$ cat config.mk
export PLATFORM = sky130hd
export DESIGN_NAME = fix_msg_serializer_flat
export DESIGN_NICKNAME = d
export VERILOG_FILES = /design/src/rtl/fix_msg_serializer_if.sv /design/src/rtl/fix_msg_serializer.sv /design/src/flat_wrapper.sv
export SDC_FILE = /design/constraint.sdc
export NUM_CORES = 1
export LEC_CHECK = 0
export CAP_MARGIN = 20
export CORE_MARGIN = 10
export CORE_UTILIZATION = 62
export DETAILED_ROUTE_END_ITERATION = 8
export PLACE_DENSITY_LB_ADDON = 0.05
export SETUP_SLACK_MARGIN = 0.02
export SLEW_MARGIN = 10
export SYNTH_ARGS = -nofsm -noshare
export SYNTH_HDL_FRONTEND = slang
export SYNTH_SLANG_ARGS = --single-unit
$ cat constraint.sdc
create_clock -name clk -period 5.7 [get_ports clk]
set_input_delay 1.14 -clock clk [delete_from_list [all_inputs] [get_ports clk]]
set_output_delay 1.14 -clock clk [all_outputs]
set_load 0.02 [all_outputs]
$ cat src/rtl/fix_msg_serializer_if.sv
// Field-FIFO read ports and byte-serial output of the FIX serializer.
interface fix_msg_serializer_if #(
  parameter int TAG_W = 32,
  parameter int CNT_W = 16
);
  logic [TAG_W-1:0] tag_data_i;
  logic             tag_empty_i;
  logic             tag_rd_en_o;
  logic [8:0]       val_data_i;
  logic             val_empty_i;
  logic             val_rd_en_o;
  logic [7:0]       byte_o;
  logic             byte_valid_o;
  logic             byte_ready_i;
  logic             byte_last_o;
  logic             busy_o;
  logic [CNT_W-1:0] msg_cnt_o;

  modport master (
    input  tag_data_i, tag_empty_i, val_data_i, val_empty_i, byte_ready_i,
    output tag_rd_en_o, val_rd_en_o, byte_o, byte_valid_o, byte_last_o,
           busy_o, msg_cnt_o
  );

  modport slave (
    output tag_data_i, tag_empty_i, val_data_i, val_empty_i, byte_ready_i,
    input  tag_rd_en_o, val_rd_en_o, byte_o, byte_valid_o, byte_last_o,
           busy_o, msg_cnt_o
  );
endinterface

$ cat src/rtl/fix_msg_serializer.sv
// Turns binary tags + ASCII value bytes into "tag=value<SOH>" fields and a "10=NNN<SOH>" trailer.
// Output byte is registered and only advances on valid&&ready, so backpressure never reaches the FIFOs mid-byte.
module fix_msg_serializer #(
  parameter int TAG_W = 32,
  parameter int CNT_W = 16
) (
  input  logic                  clk,
  input  logic                  rst,
  fix_msg_serializer_if.master  bus
);

  localparam logic [3:0] S_IDLE     = 4'd0;
  localparam logic [3:0] S_TAG_RD   = 4'd1;
  localparam logic [3:0] S_TAG_WAIT = 4'd2;
  localparam logic [3:0] S_CONV     = 4'd3;
  localparam logic [3:0] S_DIGIT    = 4'd4;
  localparam logic [3:0] S_EQ       = 4'd5;
  localparam logic [3:0] S_VAL_RD   = 4'd6;
  localparam logic [3:0] S_VAL_WAIT = 4'd7;
  localparam logic [3:0] S_VAL_OUT  = 4'd8;
  localparam logic [3:0] S_SOH      = 4'd9;
  localparam logic [3:0] S_CK_HDR   = 4'd10;
  localparam logic [3:0] S_CK_DIG   = 4'd11;
  localparam logic [3:0] S_CK_SOH   = 4'd12;

  logic [3:0]       state;
  logic [16:0]      bin_sr;
  logic [23:0]      bcd;
  logic [4:0]       step_cnt;
  logic [2:0]       dig_idx;
  logic [1:0]       ck_idx;
  logic             val_last;
  logic [7:0]       cks;
  logic [7:0]       byte_q;
  logic             vld_q;
  logic             last_q;
  logic [CNT_W-1:0] msg_cnt;

  logic [23:0]      bcd_nxt;
  logic [2:0]       msd_nxt;
  logic [7:0]       ck_d0, ck_d1, ck_d2;
  logic             xfer;
  logic             unused_tag_bits;

  function automatic logic [23:0] dd_step(input logic [23:0] b, input logic in_bit);
    logic [23:0] t;
    t = b;
    for (int i = 0; i < 6; i++) begin
      if (t[i*4 +: 4] >= 4'd5) t[i*4 +: 4] = t[i*4 +: 4] + 4'd3;
    end
    return {t[22:0], in_bit};
  endfunction

  // Index of the most significant non-zero digit; 0 for an all-zero value so tag 0 prints "0".
  function automatic logic [2:0] msd(input logic [23:0] b);
    logic [2:0] r;
    r = 3'd0;
    for (int i = 1; i < 6; i++) begin
      if (b[i*4 +: 4] != 4'd0) r = 3'(i);
    end
    return r;
  endfunction

  function automatic logic [7:0] bcd_chr(input logic [23:0] b, input logic [2:0] idx);
    return 8'h30 + {4'h0, b[{idx, 2'b00} +: 4]};
  endfunction

  assign bcd_nxt = dd_step(bcd, bin_sr[16]);
  assign msd_nxt = msd(bcd_nxt);
  assign ck_d0   = 8'h30 + cks / 8'd100;
  assign ck_d1   = 8'h30 + (cks / 8'd10) % 8'd10;
  assign ck_d2   = 8'h30 + cks % 8'd10;
  assign xfer    = vld_q && bus.byte_ready_i;

  assign unused_tag_bits = ^bus.tag_data_i[30:17];

  always_ff @(posedge clk) begin
    if (rst) begin
      state    <= S_IDLE;
      bin_sr   <= '0;
      bcd      <= '0;
      step_cnt <= '0;
      dig_idx  <= '0;
      ck_idx   <= '0;
      val_last <= 1'b0;
      cks      <= '0;
      byte_q   <= '0;
      vld_q    <= 1'b0;
      last_q   <= 1'b0;
      msg_cnt  <= '0;
    end else begin
      case (state)
        S_IDLE: if (!bus.tag_empty_i) state <= S_TAG_RD;
        S_TAG_RD: state <= S_TAG_WAIT;
        S_TAG_WAIT: begin
          if (bus.tag_data_i[31]) begin
            byte_q <= 8'h31;
            vld_q  <= 1'b1;
            ck_idx <= 2'd0;
            state  <= S_CK_HDR;
          end else begin
            bin_sr   <= bus.tag_data_i[16:0];
            bcd      <= '0;
            step_cnt <= '0;
            state    <= S_CONV;
          end
        end
        S_CONV: begin
          bcd      <= bcd_nxt;
          bin_sr   <= {bin_sr[15:0], 1'b0};
          step_cnt <= step_cnt + 5'd1;
          if (step_cnt == 5'd16) begin
            byte_q  <= bcd_chr(bcd_nxt, msd_nxt);
            dig_idx <= msd_nxt;
            vld_q   <= 1'b1;
            state   <= S_DIGIT;
          end
        end
        S_DIGIT: if (xfer) begin
          cks <= cks + byte_q;
          if (dig_idx == 3'd0) begin
            byte_q <= 8'h3D;
            state  <= S_EQ;
          end else begin
            dig_idx <= dig_idx - 3'd1;
            byte_q  <= bcd_chr(bcd, dig_idx - 3'd1);
          end
        end
        S_EQ: if (xfer) begin
          cks   <= cks + byte_q;
          vld_q <= 1'b0;
          state <= S_VAL_RD;
        end
        S_VAL_RD: if (!bus.val_empty_i) state <= S_VAL_WAIT;
        S_VAL_WAIT: begin
          byte_q   <= bus.val_data_i[7:0];
          val_last <= bus.val_data_i[8];
          vld_q    <= 1'b1;
          state    <= S_VAL_OUT;
        end
        S_VAL_OUT: if (xfer) begin
          cks <= cks + byte_q;
          if (val_last) begin
            byte_q <= 8'h01;
            state  <= S_SOH;
          end else begin
            vld_q <= 1'b0;
            state <= S_VAL_RD;
          end
        end
        S_SOH: if (xfer) begin
          cks   <= cks + byte_q;
          vld_q <= 1'b0;
          state <= S_IDLE;
        end
        // Trailer bytes are never folded into the checksum, so cks is frozen from here on.
        S_CK_HDR: if (xfer) begin
          case (ck_idx)
            2'd0:    begin byte_q <= 8'h30; ck_idx <= 2'd1; end
            2'd1:    begin byte_q <= 8'h3D; ck_idx <= 2'd2; end
            default: begin byte_q <= ck_d0; ck_idx <= 2'd0; state <= S_CK_DIG; end
          endcase
        end
        S_CK_DIG: if (xfer) begin
          case (ck_idx)
            2'd0:    begin byte_q <= ck_d1; ck_idx <= 2'd1; end
            2'd1:    begin byte_q <= ck_d2; ck_idx <= 2'd2; end
            default: begin byte_q <= 8'h01; last_q <= 1'b1; state <= S_CK_SOH; end
          endcase
        end
        S_CK_SOH: if (xfer) begin
          vld_q   <= 1'b0;
          last_q  <= 1'b0;
          msg_cnt <= msg_cnt + 1'b1;
          cks     <= '0;
          state   <= S_IDLE;
        end
        default: state <= S_IDLE;
      endcase
    end
  end

  assign bus.tag_rd_en_o  = (state == S_TAG_RD);
  assign bus.val_rd_en_o  = (state == S_VAL_RD) && !bus.val_empty_i;
  assign bus.byte_o       = byte_q;
  assign bus.byte_valid_o = vld_q;
  assign bus.byte_last_o  = last_q;
  assign bus.busy_o       = (state != S_IDLE);
  assign bus.msg_cnt_o    = msg_cnt;

endmodule

$ cat src/flat_wrapper.sv
// flat-port wrapper written by rule: the top's interface ports become plain ports
module fix_msg_serializer_flat 
#(
  parameter int TAG_W = 32,
  parameter int CNT_W = 16
)
  (clk, rst, bus_tag_data_i, bus_tag_empty_i, bus_val_data_i, bus_val_empty_i, bus_byte_ready_i, bus_tag_rd_en_o, bus_val_rd_en_o, bus_byte_o, bus_byte_valid_o, bus_byte_last_o, bus_busy_o, bus_msg_cnt_o);
  fix_msg_serializer_if #(.TAG_W(TAG_W), .CNT_W(CNT_W)) bus_i ();
  input  logic clk;
  input  logic rst;
  input wire logic [$bits(bus_i.tag_data_i)-1:0] bus_tag_data_i;
  input wire logic [$bits(bus_i.tag_empty_i)-1:0] bus_tag_empty_i;
  input wire logic [$bits(bus_i.val_data_i)-1:0] bus_val_data_i;
  input wire logic [$bits(bus_i.val_empty_i)-1:0] bus_val_empty_i;
  input wire logic [$bits(bus_i.byte_ready_i)-1:0] bus_byte_ready_i;
  output wire logic [$bits(bus_i.tag_rd_en_o)-1:0] bus_tag_rd_en_o;
  output wire logic [$bits(bus_i.val_rd_en_o)-1:0] bus_val_rd_en_o;
  output wire logic [$bits(bus_i.byte_o)-1:0] bus_byte_o;
  output wire logic [$bits(bus_i.byte_valid_o)-1:0] bus_byte_valid_o;
  output wire logic [$bits(bus_i.byte_last_o)-1:0] bus_byte_last_o;
  output wire logic [$bits(bus_i.busy_o)-1:0] bus_busy_o;
  output wire logic [$bits(bus_i.msg_cnt_o)-1:0] bus_msg_cnt_o;
  assign bus_i.tag_data_i = bus_tag_data_i;
  assign bus_i.tag_empty_i = bus_tag_empty_i;
  assign bus_i.val_data_i = bus_val_data_i;
  assign bus_i.val_empty_i = bus_val_empty_i;
  assign bus_i.byte_ready_i = bus_byte_ready_i;
  assign bus_tag_rd_en_o = bus_i.tag_rd_en_o;
  assign bus_val_rd_en_o = bus_i.val_rd_en_o;
  assign bus_byte_o = bus_i.byte_o;
  assign bus_byte_valid_o = bus_i.byte_valid_o;
  assign bus_byte_last_o = bus_i.byte_last_o;
  assign bus_busy_o = bus_i.busy_o;
  assign bus_msg_cnt_o = bus_i.msg_cnt_o;
  fix_msg_serializer #(.TAG_W(TAG_W), .CNT_W(CNT_W)) u_core (.clk(clk), .rst(rst), .bus(bus_i));
endmodule
==> flow_results.org <==
** Finish
- Final design utilization :: 69.9%
- The library cell used most frequently in the layout, excluding fill and tap cells, is sky130_fd_sc_hd__nor2_1.
- From synthesis to final layout, the design area changed by 11.2%.
- Final Instance Count excl. Fillers :: 1074
- Of the cells placed in the final design, the portion with a size suffix greater than 1 is 6.10%.
- Leaving out fill and tap cells, the most frequent cells in the layout are sky130_fd_sc_hd__nor2_1 (124), sky130_fd_sc_hd__nand2_1 (109), sky130_fd_sc_hd__dfxtp_1 (90), sky130_fd_sc_hd__a21oi_1 (82), sky130_fd_sc_hd__clkdlybuf4s50_1 (59).
- Total number of nets in the final design :: 1007
- N_diodes :: 0

** Synth
- After synthesis the netlist holds a flip-flop and latch count of 90.
- In this run the biggest area consumer among cell types represents 26.6% of the synthesized area.
- The share of the Yosys chip area taken by registers is approximately a quarter.
- Area of the mapped netlist :: between 6000 and 7000 sq um
- Number of instances in the synthesized netlist :: 910
- In this run, synthesis inferred 0 flip-flops with an integrated enable.
- Averaged over all synthesized cells, the footprint is 7.45 sq um.
- Synthesized net count :: 987
- Yosys mapped the design onto between 80 and 90 distinct sky130hd cell types.
- By area the synthesized netlist is led by sky130_fd_sc_hd__dfxtp_1 (27%), sky130_fd_sc_hd__nor2_1 (6.9%), sky130_fd_sc_hd__a21oi_1 (6.1%).
- Synthesis warning total :: 0
- Among all flip-flop cells after synthesis, the most frequent one is sky130_fd_sc_hd__dfxtp_1.
- sky130_fd_sc_hd__dfxtp_1 takes more of the synthesized area than any other cell.
- Fraction of registers with async set/reset :: 0%

** Worst setup path
- Maximum fanout along the worst path :: 25
- On the critical path the largest part of the delay comes from compound AO/OA/AOI/OAI gates.
- The slowest stage of the critical path belongs to the cell sky130_fd_sc_hd__dfxtp_1.
- Class of the most critical setup path :: reg -> reg
- STA classifies the critical path startpoint as a register.
- Arrival time reported for the critical path endpoint :: a little under 5 ns
- Required time at the endpoint of the critical path :: approximately 6.0 ns
- Critical path cell sequence :: nand3b_1, a21oi_1, a31oi_1, o221ai_1, inv_1, ha_1, nand2_1, and4b_1, o211a_1, nor3_2, a21oi_1, o211a_1, o21ai_1, ha_1, o21ai_0, nor2_1, nor3_1
- Sum of buffers and inverters on the critical path :: 1
- In this design, the stage delay of the slowest critical-path cell is 0.87 ns.
- Endpoint type of the worst setup path :: register

** Die
- Vert. Die Dim :: 125 um
- The region available for standard cell placement spans about 11000 sq um.
- For this configuration, the core starts out at a cell density of 62.8%.
- The initialized floorplan defines 38 standard-cell rows.
- I/O Pins :: 75
- Die X-Extent :: approximately 120 um
- Floorplan die area :: roughly 16000 sq um

** Clocking
- TritonCTS clock tree :: done
- CTS buffer count :: 9
- Once the clock tree was built, the resizer swapped 0 gates to a different size.
- Maximum number of buffers from clock root to sink :: 2
- The clock net in this run drives a total of 90 sinks.
- Number of H-tree levels :: 3
- Once the clock tree was built, the setup fixing pass inserted 0 buffers.
- The cell sitting at the root of the clock tree is a sky130_fd_sc_hd__clkbuf_8.
- For the worst-skew pair, the clock arrives at the later sink with an insertion delay of 0.39 ns.
- Clock-pin slew was measured on the worst setup and hold paths at approximately 0.10 ns.
- Total of hold buffers inserted after clock tree synthesis :: 0

** Power and ir drop
- Pleak :: 2.71 nW
- PD cells :: 251 nW/um^2
- VDD sags by at most 0.231 mV.

** Drt
- Summed over all layers, the routed wires come to 17900 um.
- In the routed design, unresolved DRC markers number 0.
- Dividing the detail-routed wire length by the instance count gives 16.6 um.
- The first routing iteration left 561 violations.
- The detailed router used layers up to and including met4.
- Routed via count :: 6754
- Total routed wire length on the met1 layer :: 8260 um
- Met3 wirelength from detailed routing :: 1080 um
- Detailed-router iteration count before antenna repair :: 5
- Post-detailed-route count of antenna-violating nets :: 0
- Vias per std cell :: 6.29
- Met2 wire length :: 8300 um

** Flow run
- Maximum Capacitance Violations :: 0

** Global routing
- Entering global routing, the biggest net connects 73 pins.
- Number of antenna violations at the first check in global routing :: 0
- For this run the aggregate overflow at the end of global routing stands at 0.
- The first global-routing pass estimated 28900 um of wire.
- Via count of the first global-routing pass :: 6114
- Across every metal layer, demand over resource in global routing totals a little over a fifth.

** Timing
- Final critical-path share of the clock period :: 80.9%
- Slew @ Worst Pin :: 0.919 ns
- Across the routed clock network, the largest skew measured is 0.0171 ns.
- Remaining max-slew budget at the tightest pin :: 38.7%
- The worst path in the final design needs a cycle of approximately 4.6 ns, including I/O delays and setup.
- Setup violations remaining at the end of the flow were counted as 0.
- The total count of hold-check failures in the final report came to 0.
- Adding up every negative setup slack in the final design gives 0 ns.
- The final max-slew violation count came to 0.
- For this run, the top clock speed supported by timing is 0.217 GHz.
- Setup repair after global routing left no endpoint under its margin.

** Placement
- Weighted congestion reported at the end of routability-driven placement :: 0.946
- The HPWL after detailed placement is 12700 um.
- Cell Count Post-Placement :: 1059
- Total of buffers placed on input and output ports :: 60

** Run status
- Outcome :: finished, final reports clean

** Min path
- Worst Hold Class :: reg -> reg
-- cells by family (layout without fill, tap and decap cells) --
logic type | after synthesis | in the layout | share of synthesized area (%)
buffers and inverters | 90 | 114 | 5.35
AO/OA/AOI/OAI | 253 | 253 | 25.4
flip-flops | 90 | 90 | 26.6
AND/OR/NAND/NOR | 388 | 388 | 28.0
multiplexers | 24 | 24 | 4.45
adder cells (fa/ha/maj) | 31 | 31 | 5.83
XOR/XNOR | 34 | 34 | 4.39
-- layout make-up --
cell class                 instances  area [sq um]
fill                             902          3250
clock buffer                      10           138
multi-input combinational        730          4620
inverter                          33           124
clock inverter                     5          40.0
timing repair buffer              66           641
tap                              140           175
sequential                        90          1800
-- metal layers --
| layer | track usage, % | vias to the layer above |
|---|---|---|
| li1 | - | 3332 |
| met4 | 6.44 | 0 |
| met5 | 0 | - |
| met1 | 28.0 | 3178 |
| met2 | 34.6 | 222 |
| met3 | 4.72 | 22 |
-- per-stage QoR --
stage	total power, mW	setup slack (ns)	cell area [sq um]	hold slack [ns]
after floorplan	1.27	2.15	6780	0.445
after global placement	1.45	1.43	7360	0.455
after detailed placement	1.47	1.31	7360	0.467
after CTS	1.89	1.19	7540	0.481
after global routing	2.00	0.754	7540	0.511
final	1.89	1.09	7540	0.478
-- worst reg2reg max path, stage by stage (launching register included) --
cell and delay (ns):
sky130_fd_sc_hd__dfxtp_1 0.87, sky130_fd_sc_hd__nand3b_1 0.24, sky130_fd_sc_hd__a21oi_1 0.18, sky130_fd_sc_hd__a31oi_1 0.06, sky130_fd_sc_hd__o221ai_1 0.52, sky130_fd_sc_hd__inv_1 0.11, sky130_fd_sc_hd__ha_1 0.24, sky130_fd_sc_hd__nand2_1 0.06
sky130_fd_sc_hd__and4b_1 0.22, sky130_fd_sc_hd__o211a_1 0.15, sky130_fd_sc_hd__nor3_2 0.55, sky130_fd_sc_hd__a21oi_1 0.23, sky130_fd_sc_hd__o211a_1 0.25, sky130_fd_sc_hd__o21ai_1 0.16, sky130_fd_sc_hd__ha_1 0.25, sky130_fd_sc_hd__o21ai_0 0.24
sky130_fd_sc_hd__nor2_1 0.07, sky130_fd_sc_hd__nor3_1 0.14
-- cell usage after synthesis (all sizes together), types with 4 or more instances --
library cell and instances:
mux2i 11, inv 33, or3b 4, or3 4, a31oi 16, nand2b 20
a311oi 19, a2111oi 4, and3 5, nand3b 7, nor2b 12, o21a 5
o211ai 5, nand2 110, a211oi 6, buf 22, o311ai 5, nor3 23
a22oi 7, clkbuf 35, nor2 124, a21oi 83, a21o 9, nor4 4
o211a 4, and2 7, nand4 7, xnor2 24, mux2 9, o31ai 8
nor4b 5, o21bai 4, o21ai 40, mux4 4, o221ai 5, a32oi 5
nor3b 10, nand3 34, xor2 10, a32o 4, ha 30, dfxtp 90
-- registers in the layout, summed over array words and instances, names as in the netlist --
| register | flops |
|---|---|
| u_core.bcd | 24 |
| u_core.bin_sr | 17 |
| u_core.bus.byte_last_o | 1 |
| u_core.bus.byte_o | 8 |
| u_core.bus.byte_valid_o | 1 |
| u_core.bus.msg_cnt_o | 16 |
| u_core.ck_idx | 2 |
| u_core.cks | 8 |
| u_core.dig_idx | 3 |
| u_core.state | 4 |
| u_core.step_cnt | 5 |
| u_core.val_last | 1 |
-- where the power goes --
group / switching (mW) / leakage [nW] / total (mW) / internal [mW]
registers: 0.0879 / 0.727 / 0.768 / 0.680
clock network: 0.244 / 0.0810 / 0.414 / 0.170
logic: 0.441 / 1.90 / 0.710 / 0.269
total: 0.773 / 2.71 / 1.89 / 1.12
-- worst paths after layout --
| check | start | endpoint | slack [ns] | depth (start not counted) |
|---|---|---|---|---|
| max | u_core.cks[6]$_SDFFE_PP0P_ | u_core.bus.byte_o[5]$_SDFFE_PP0P_ | 1.09 | 17 |
| min | u_core.bcd[21]$_SDFFE_PP0P_ | u_core.bcd[21]$_SDFFE_PP0P_ | 0.48 | 2 |
| max reg2reg | u_core.cks[6]$_SDFFE_PP0P_ | u_core.bus.byte_o[5]$_SDFFE_PP0P_ | 1.09 | 17 |
| min reg2reg | u_core.bcd[21]$_SDFFE_PP0P_ | u_core.bcd[21]$_SDFFE_PP0P_ | 0.48 | 2 |
(Power assumes the default switching activity.)
